===== src/rtl/lab2_proc_imul_arb_pkg.sv =====
// lab2_proc_imul_arb_pkg: shared state encoding and pointer sizing for the imul arbiter
package lab2_proc_imul_arb_pkg;
  typedef enum logic {ARB_IDLE, ARB_BUSY} arb_state_e;
  localparam int ARB_NUM_REQS_DFLT = 4;
  localparam int ARB_PTR_NBITS = $clog2(ARB_NUM_REQS_DFLT);
  function automatic int arb_ptr_nbits(input int n);
    return $clog2(n);
  endfunction
endpackage


===== src/rtl/lab2_proc_RoundRobinPickVRTL.sv =====
// lab2_proc_RoundRobinPickVRTL: combinational round-robin pick, first valid at or after ptr
// Ports: val (per-requester valid), ptr (highest-priority index), grant (picked index), any_val (|val)
module lab2_proc_RoundRobinPickVRTL #(
  parameter int p_num_reqs  = 4,
  parameter int p_ptr_nbits = $clog2(p_num_reqs)
) (
  input  logic [p_num_reqs-1:0]  val,
  input  logic [p_ptr_nbits-1:0] ptr,
  output logic [p_ptr_nbits-1:0] grant,
  output logic                   any_val
);
  localparam int PW1 = p_ptr_nbits + 1;
  logic [p_num_reqs-1:0]  rot;
  logic [p_ptr_nbits-1:0] off;
  logic [p_ptr_nbits:0]   sum;
  // Rotate so ptr lands at bit 0, take the lowest set bit, then rotate the index back.
  always_comb begin
    rot = p_num_reqs'({val, val} >> ptr);
    off = '0;
    for (int k = p_num_reqs - 1; k >= 0; k--) off = rot[k] ? p_ptr_nbits'(k) : off;
    sum = {1'b0, ptr} + {1'b0, off};
    grant = (sum >= PW1'(p_num_reqs)) ? p_ptr_nbits'(sum - PW1'(p_num_reqs)) : sum[p_ptr_nbits-1:0];
  end
  assign any_val = |val;
endmodule


===== src/rtl/lab2_proc_imul_arbiter.sv =====
// lab2_proc_imul_arbiter: round-robin sharing of one iterative multiplier, one transaction in flight
// Ports: clk, reset (async, active-low); req_* / resp_* per-requester val/rdy with flattened req_msg
//        and broadcast resp_msg; mul_req_* / mul_resp_* to the shared multiplier; owner, grant_count debug
module lab2_proc_imul_arbiter
  import lab2_proc_imul_arb_pkg::*;
#(
  parameter int p_num_reqs   = 4,
  parameter int p_req_nbits  = 64,
  parameter int p_resp_nbits = 32
) (
  input  logic                                   clk,
  input  logic                                   reset,
  input  logic [p_num_reqs-1:0]                  req_val,
  output logic [p_num_reqs-1:0]                  req_rdy,
  input  logic [p_num_reqs*p_req_nbits-1:0]      req_msg,
  output logic [p_num_reqs-1:0]                  resp_val,
  input  logic [p_num_reqs-1:0]                  resp_rdy,
  output logic [p_resp_nbits-1:0]                resp_msg,
  output logic                                   mul_req_val,
  input  logic                                   mul_req_rdy,
  output logic [p_req_nbits-1:0]                 mul_req_msg,
  input  logic                                   mul_resp_val,
  output logic                                   mul_resp_rdy,
  input  logic [p_resp_nbits-1:0]                mul_resp_msg,
  output logic [arb_ptr_nbits(p_num_reqs)-1:0]   owner,
  output logic [31:0]                            grant_count
);
  localparam int PW = arb_ptr_nbits(p_num_reqs);
  arb_state_e    state_q, state_d;
  logic [PW-1:0] ptr_q, ptr_d, owner_q, owner_d, grant;
  logic [31:0]   grant_count_q, grant_count_d;
  logic          any_val;
  lab2_proc_RoundRobinPickVRTL #(.p_num_reqs(p_num_reqs), .p_ptr_nbits(PW)) u_pick (
    .val(req_val), .ptr(ptr_q), .grant(grant), .any_val(any_val)
  );
  always_comb begin
    state_d = state_q;
    ptr_d = ptr_q;
    owner_d = owner_q;
    grant_count_d = grant_count_q;
    req_rdy = '0;
    resp_val = '0;
    mul_req_val = 1'b0;
    mul_resp_rdy = 1'b0;
    mul_req_msg = req_msg[grant*p_req_nbits +: p_req_nbits];
    resp_msg = mul_resp_msg;
    if (state_q == ARB_IDLE) begin
      mul_req_val = any_val;
      req_rdy[grant] = mul_req_rdy;
      if (any_val && mul_req_rdy) begin
        owner_d = grant;
        grant_count_d = grant_count_q + 32'd1;
        state_d = ARB_BUSY;
      end
    end else begin
      resp_val[owner_q] = mul_resp_val;
      mul_resp_rdy = resp_rdy[owner_q];
      // Last-served requester drops to lowest priority once its response is delivered.
      if (mul_resp_val && resp_rdy[owner_q]) begin
        ptr_d = (owner_q == PW'(p_num_reqs - 1)) ? '0 : owner_q + PW'(1);
        state_d = ARB_IDLE;
      end
    end
  end
  always_ff @(posedge clk or negedge reset) begin
    if (!reset) begin
      state_q <= ARB_IDLE;
      ptr_q <= '0;
      owner_q <= '0;
      grant_count_q <= '0;
    end else begin
      state_q <= state_d;
      ptr_q <= ptr_d;
      owner_q <= owner_d;
      grant_count_q <= grant_count_d;
    end
  end
  assign owner = owner_q;
  assign grant_count = grant_count_q;
endmodule


===== config.mk =====
export PLATFORM = sky130hd
export DESIGN_NAME = lab2_proc_imul_arbiter
export DESIGN_NICKNAME = d
export VERILOG_FILES = /design/src/rtl/lab2_proc_imul_arb_pkg.sv /design/src/rtl/lab2_proc_RoundRobinPickVRTL.sv /design/src/rtl/lab2_proc_imul_arbiter.sv
export SDC_FILE = /design/constraint.sdc
export NUM_CORES = 1
export LEC_CHECK = 0
export ABC_AREA = 1
export CAP_MARGIN = 20
export CELL_PAD_IN_SITES_DETAIL_PLACEMENT = 1
export CELL_PAD_IN_SITES_GLOBAL_PLACEMENT = 2
export CORE_ASPECT_RATIO = 0.9
export CORE_MARGIN = 2
export CORE_UTILIZATION = 14
export CTS_BUF_LIST = sky130_fd_sc_hd__clkbuf_16
export CTS_CLUSTER_DIAMETER = 120
export DETAILED_ROUTE_END_ITERATION = 8
export PLACE_DENSITY = 0.85
export SLEW_MARGIN = 20
export SYNTH_ARGS = -nofsm -noshare
export SYNTH_HDL_FRONTEND = slang
export SYNTH_HIERARCHICAL = 1
export SYNTH_SLANG_ARGS = --single-unit

===== constraint.sdc =====
create_clock -name clk -period 4.9 [get_ports clk]
set_input_delay 0.98 -clock clk [delete_from_list [all_inputs] [get_ports clk]]
set_output_delay 0.98 -clock clk [all_outputs]
set_load 0.01 [all_outputs]

==> results of run 1 <==
==> layout by cell type, fill, tap and decap left out, types with 5 or more instances in the layout <==
master / n
o21ai_0: 5
xor2_1: 9
a22oi_1: 62
nand3_1: 217
nor2_2: 7
dlymetal6s2s_1: 58
clkdlybuf4s50_1: 316
clkbuf_16: 7
nor3_1: 6
buf_4: 7
buf_12: 9
nand2_1: 93
xnor2_1: 13
ha_1: 5
inv_1: 36
dfrtp_1: 37
nor2_1: 31
nor2_4: 5
nand4_1: 11
==> per-layer routing <==
metal	vias to the layer above	part of all wire (%)
li1	2848	-
met1	2876	40
met2	242	49
met3	48	7.6
met4	2	3.2
met5	-	0.050
==> sequential cells by signal, summed over array words and instances (netlist names) <==
signal,cells
grant_count,32
owner,2
ptr_q,2
state_q,1
==> cells by family (layout without fill, tap and decap cells) <==
group                    after synthesis  after routing  synth area share [%]
AND/OR/NAND/NOR                      386            386                  45.1
buffers and inverters                115            443                  14.2
AO/OA/AOI/OAI                         69             69                  12.1
flip-flops                            37             37                  22.1
XOR/XNOR                              23             23                  4.80
adder cells (fa/ha/maj)                6              6                  1.79
other                                  0              1                     0
==> where the power goes <==
| group | switching (W) | total, W | internal, W |
|---|---|---|---|
| clock | 0.000138 | 0.000380 | 0.000241 |
| combinational | 0.00343 | 0.00645 | 0.00302 |
| sequential | 0.0000684 | 0.000415 | 0.000346 |
==> cell type report <==
class	count	area [um2]	area share, %
antenna	1	2.50	0.0288
multi-input combinational	484	2700	31.1
tap	403	504	5.81
clock inverter	3	46.3	0.533
sequential	37	926	10.7
clock buffer	5	125	1.44
inverter	40	150	1.73
timing repair buffer	395	4230	48.7
==> critical path, stage by stage <==
cell and delay [ns]:
clkdlybuf4s50_1 0.51, nand2_1 0.09, nand3_1 0.09, nand2_1 0.08
a21boi_1 0.14, ha_2 0.18, xor2_2 0.15, inv_1 0.06
nand3_1 0.11, nand2_4 0.15, buf_12 0.28, nand3_1 0.20
nand3_1 0.13, clkdlybuf4s50_1 0.59
==> worst paths after layout <==
check	endpoint	slack, ns	cells past startpoint
max in group asynchronous	ptr_q[0]	3.42	2
max	mul_req_msg[3]	0.10	14
max reg2reg	owner[1]	2.76	14
min	grant_count[30]	0.51	1
min reg2reg	grant_count[30]	0.51	1
min in group asynchronous	grant_count[12]	1.12	2
==> metrics by stage <==
stage | setup TNS (ns) | cells | instance area (um2) | hold WS [ns] | total power (W)
floorplan | 0 | 636 | 4190 | 0.525 | 0.00346
global placement | -0.172 | 1353 | 8220 | 0.486 | 0.00675
detailed placement | -0.526 | 1353 | 8220 | 0.510 | 0.00677
CTS | 0 | 1364 | 8440 | 0.518 | 0.00732
global route | -0.387 | 1368 | 8690 | 0.555 | 0.00781
finish | 0 | 1368 | 8690 | 0.514 | 0.00725
==> repair_timing <==
action / CTS / global route
endpoints found under the setup margin: 31 / 63
cloned: 1 / 2
resized for setup: 2 / 64
pin swaps: 1 / 1
setup buffers: 2 / 1
==> impl_metrics.tcl, run 1 <==
set metrics [dict create \
    gp_congestion 0.888 \
    grt.total_usage_pct 15.4 \
    drc_errors 0 \
    vias 6016 \
    fin_skew_ns 0.00542 \
    busiest_layer "met2" \
    rows 60 \
    hp-class "flop to flop" \
    r2r_start "ptr_q[0]" \
    synth_edf_count 0 \
    port_buffers 375 \
    vias_per_cell 4.40 \
    crit_start "req_val[3]" \
    synth_top_area_share_pct 25.9 \
    ys_warn_count 6 \
    ys_ff_latch 37 \
    maxSlewViolCount 0 \
    ir_drop_mv 0.531 \
    htree_levels 2 \
    fmax_mhz 208 \
    fin_ws_ns 0.103 \
    yosys.area.top_type "nand3_1" \
    drive_gt1_share_pct 6.12 \
    rsz0062_at_grt "true" \
    ant_nets 0 \
    antenna_found_initial 2 \
    avgSynthCellArea_um2 6.59 \
    die_h_um 168 \
    grt_pass1_vias 6126 \
    p_leak_nw 3.95 \
    start_util_pct 14.1 \
    final.min_clock_period_ns 4.80 \
    area_delta_synth_final_pct 107 \
    cts.reportedPaths.clkPinSlew_ns 0.06 \
    fillers 3558 \
    dp_worst_setup_slack_ns -0.0792 \
    path_class "input pin to output pin" \
    ys_seq_area_share_pct 22.1 \
    cts_buffer_depth 2 \
    relSlewSlack_pct 66.4 \
    final_util_pct 29.3 \
    grt_pass1_wl_mm 37.7 \
    cts_root_buf "clkbuf_16" \
    clock_sinks 37 \
    yosysMostFrequentCell "nand3_1" \
    met2_usage_pct 26.5 \
    core_mm2 0.0297 \
    synth_nets 942 \
    wl_per_cell_um 19.1 \
    die_area_mm2 0.0314 \
    drtIter0Drc 258 \
    synthFlopType "dfrtp_1" \
    place_hpwl_mm 20.8 \
    nets 1269 \
    cp-start-kind "input pin" \
    clkLatencyLatePin_ns 0.29 \
    grt_max_degree 79 \
    synth_common_cells "nand3_1, nand2_1, a22oi_1" \
    synthTopCellsByArea "nand3_1, dfrtp_1, a22oi_1" \
    postSynthCellCount 636 \
    setup_violations 0 \
    grt_use_met1_pct 18.5 \
    first_pass_iters 4 \
    crit_required_ns 3.92 \
    synth_area_mm2 0.00419 \
    cp.arrival_ns 3.82 \
    yosysUniqueCellTypes 31 \
    power_density_mw_per_mm2 834 \
    async_flop_share_pct 100 \
    ctsHoldBuffers 0 \
    hold_violations 0 \
    grt_use_met3_pct 4.21 \
    cp_max_fo 78 \
    worstHoldStart "grant_count[30]" \
    worstMarginPinSlew_ns 0.504 \
    status "completed" \
    io_pins 440 \
    period_share_pct 97.9 \
    cap_violations 0 \
    drt_wl_total_mm 26.1 \
    die_w_um 186 \
    cts_tree "done" \
    end_kind "output pin" \
    grt-ovfl-total 0 \
    numCtsBuffers 5 \
]
(Power assumes the default switching activity.)
==> run 2: changes to the inputs <==
--- a/config.mk
+++ b/config.mk
@@ -15,7 +15,7 @@
 export CTS_BUF_LIST = sky130_fd_sc_hd__clkbuf_16
 export CTS_CLUSTER_DIAMETER = 120
 export DETAILED_ROUTE_END_ITERATION = 8
-export PLACE_DENSITY = 0.85
+export PLACE_DENSITY_LB_ADDON = 0.08
 export SLEW_MARGIN = 20
 export SYNTH_ARGS = -nofsm -noshare
 export SYNTH_HDL_FRONTEND = slang
==> impl_metrics.tcl, run 2 (synthesis results as in run 1) <==
set metrics [dict create \
    p_leak_nw 3.56 \
    power_density_mw_per_mm2 859 \
    core_mm2 0.0297 \
    cts.reportedPaths.clkPinSlew_ns 0.06 \
    fmax_mhz 209 \
    fin_skew_ns 0.0100 \
    r2r_cells 14 \
    rows 60 \
    ant_nets 0 \
    maxSlewViolCount 0 \
    start_util_pct 14.1 \
    ctsHoldBuffers 0 \
    cts_root_buf "clkbuf_16" \
    area_delta_synth_final_pct 103 \
    layout_common_cells "clkdlybuf4s50_1, nand3_1, nand2_1" \
    cp-start-kind "input pin" \
    cts_buffer_depth 2 \
    cts_tree "done" \
    clock_sinks 37 \
    fin_ws_ns 0.125 \
    antenna_found_initial 3 \
    first_pass_iters 4 \
    worstMarginPinSlew_ns 0.951 \
    vias 5895 \
    cp.arrival_ns 3.80 \
    cp_max_fo 14 \
    period_share_pct 97.5 \
    crit_start "req_val[1]" \
    grt.total_usage_pct 18.2 \
    numCtsBuffers 5 \
    final_util_pct 28.7 \
    die_area_mm2 0.0314 \
    io_pins 440 \
    vias_per_cell 4.30 \
    r2r_start "ptr_q[0]" \
    grt_max_degree 63 \
    crit_required_ns 3.92 \
    worst_r2r_endpoint "owner[1]" \
    ir_drop_mv 0.488 \
    grt_pass1_vias 5979 \
    gp_congestion 0.849 \
    fin_tns_setup_ns 0 \
    drt_wl_total_mm 30.1 \
    die_h_um 168 \
    final_common_cell "clkdlybuf4s50_1" \
    largest_reg_flops 32 \
    setup_violations 0 \
    hp-class "flop to flop" \
    clkLatencyLatePin_ns 0.28 \
    drtIter0Drc 188 \
    rrSetupSlack_ns 2.72 \
    dp_worst_setup_slack_ns 0.0458 \
    grt-ovfl-total 0 \
    die_w_um 186 \
    htree_levels 2 \
    relSlewSlack_pct 36.6 \
    wl_per_cell_um 22.0 \
    final.min_clock_period_ns 4.78 \
    drive_gt1_share_pct 5.71 \
    crit_path_end "mul_req_msg[16]" \
    rsz0062_at_grt "true" \
    end_kind "output pin" \
    place_hpwl_mm 24.7 \
    grt_pass1_wl_mm 42.8 \
    port_buffers 375 \
    post_cts_buffers 0 \
    cap_violations 0 \
    nets 1269 \
    hold_violations 0 \
    path_class "input pin to output pin" \
    status "completed" \
    drc_errors 0 \
]
-- run 2: cell types whose count changed in the layout (fill, tap and decap cells not counted), moves of 2 or more --
cell,delta
buf_12,-2
buf_6,+2
diode_2,+2
dlymetal6s2s_1,-34
inv_1,+3
clkdlybuf4s50_1,+34
-- run 2: worst min-delay path by stage --
| stage | start | end | cells after the start |
|---|---|---|---|
| finish | grant_count[29] | grant_count[29] | 1 |
| global route | grant_count[29] | grant_count[29] | 1 |
| CTS | grant_count[29] | grant_count[29] | 1 |
| detailed placement | grant_count[29] | grant_count[29] | 1 |
| global placement | grant_count[29] | grant_count[29] | 1 |
| floorplan | grant_count[30] | grant_count[30] | 1 |
-- run 2: cell type report --
class,instances,area (um2)
sequential,37,926
antenna,3,7.51
timing repair buffer,395,4100
clock buffer,5,125
clock inverter,3,11.3
multi-input combinational,484,2690
inverter,40,150
fill,3542,21100
tap,403,504
-- run 2: layer usage --
layer  vias to the layer above  part of all wire (%)  track usage [%]
li1                       2853                     -                -
met1                      2803                    44             23.1
met2                       217                    48             31.0
met3                        20                   5.6             4.04
met4                         2                   2.3             4.73
met5                         -                  0.11            0.769
-- run 2: critical path, cell delays in order --
cell and delay, ns:
clkdlybuf4s50_1 0.44, nand2_1 0.10, nand3_1 0.08, nand2_1 0.11, nand3_1 0.07, a21boi_1 0.15
ha_2 0.19, xor2_1 0.17, inv_1 0.06, nand3_1 0.13, nand2_4 0.10, nor2_4 0.20
buf_6 0.21, a22oi_1 0.10, nand3_1 0.13, clkdlybuf4s50_1 0.56
-- run 2: what timing repair did --
action,in CTS,in global routing
gates resized for setup,0,29
endpoints found under the setup margin,0,55
endpoints found under the hold margin,0,0
-- run 2: through the flow --
| step | hold slack (ns) | cells | cell area [um2] | power, W |
|---|---|---|---|---|
| 2_1_floorplan | 0.525 | 636 | 4190 | 0.00346 |
| 5_1_grt | 0.525 | 1370 | 8510 | 0.00785 |
| 3_3_place_gp | 0.492 | 1358 | 8260 | 0.00711 |
| 3_5_place_dp | 0.493 | 1358 | 8260 | 0.00705 |
| 4_1_cts | 0.504 | 1366 | 8400 | 0.00739 |
| 6_report | 0.499 | 1370 | 8510 | 0.00731 |
-- run 2: power breakdown --
part	switching, W	internal, W	total, W	leakage, nW
clock network	0.000127	0.000183	0.000310	0.0776
registers	0.0000688	0.000346	0.000415	0.475
logic	0.00355	0.00304	0.00659	3.01
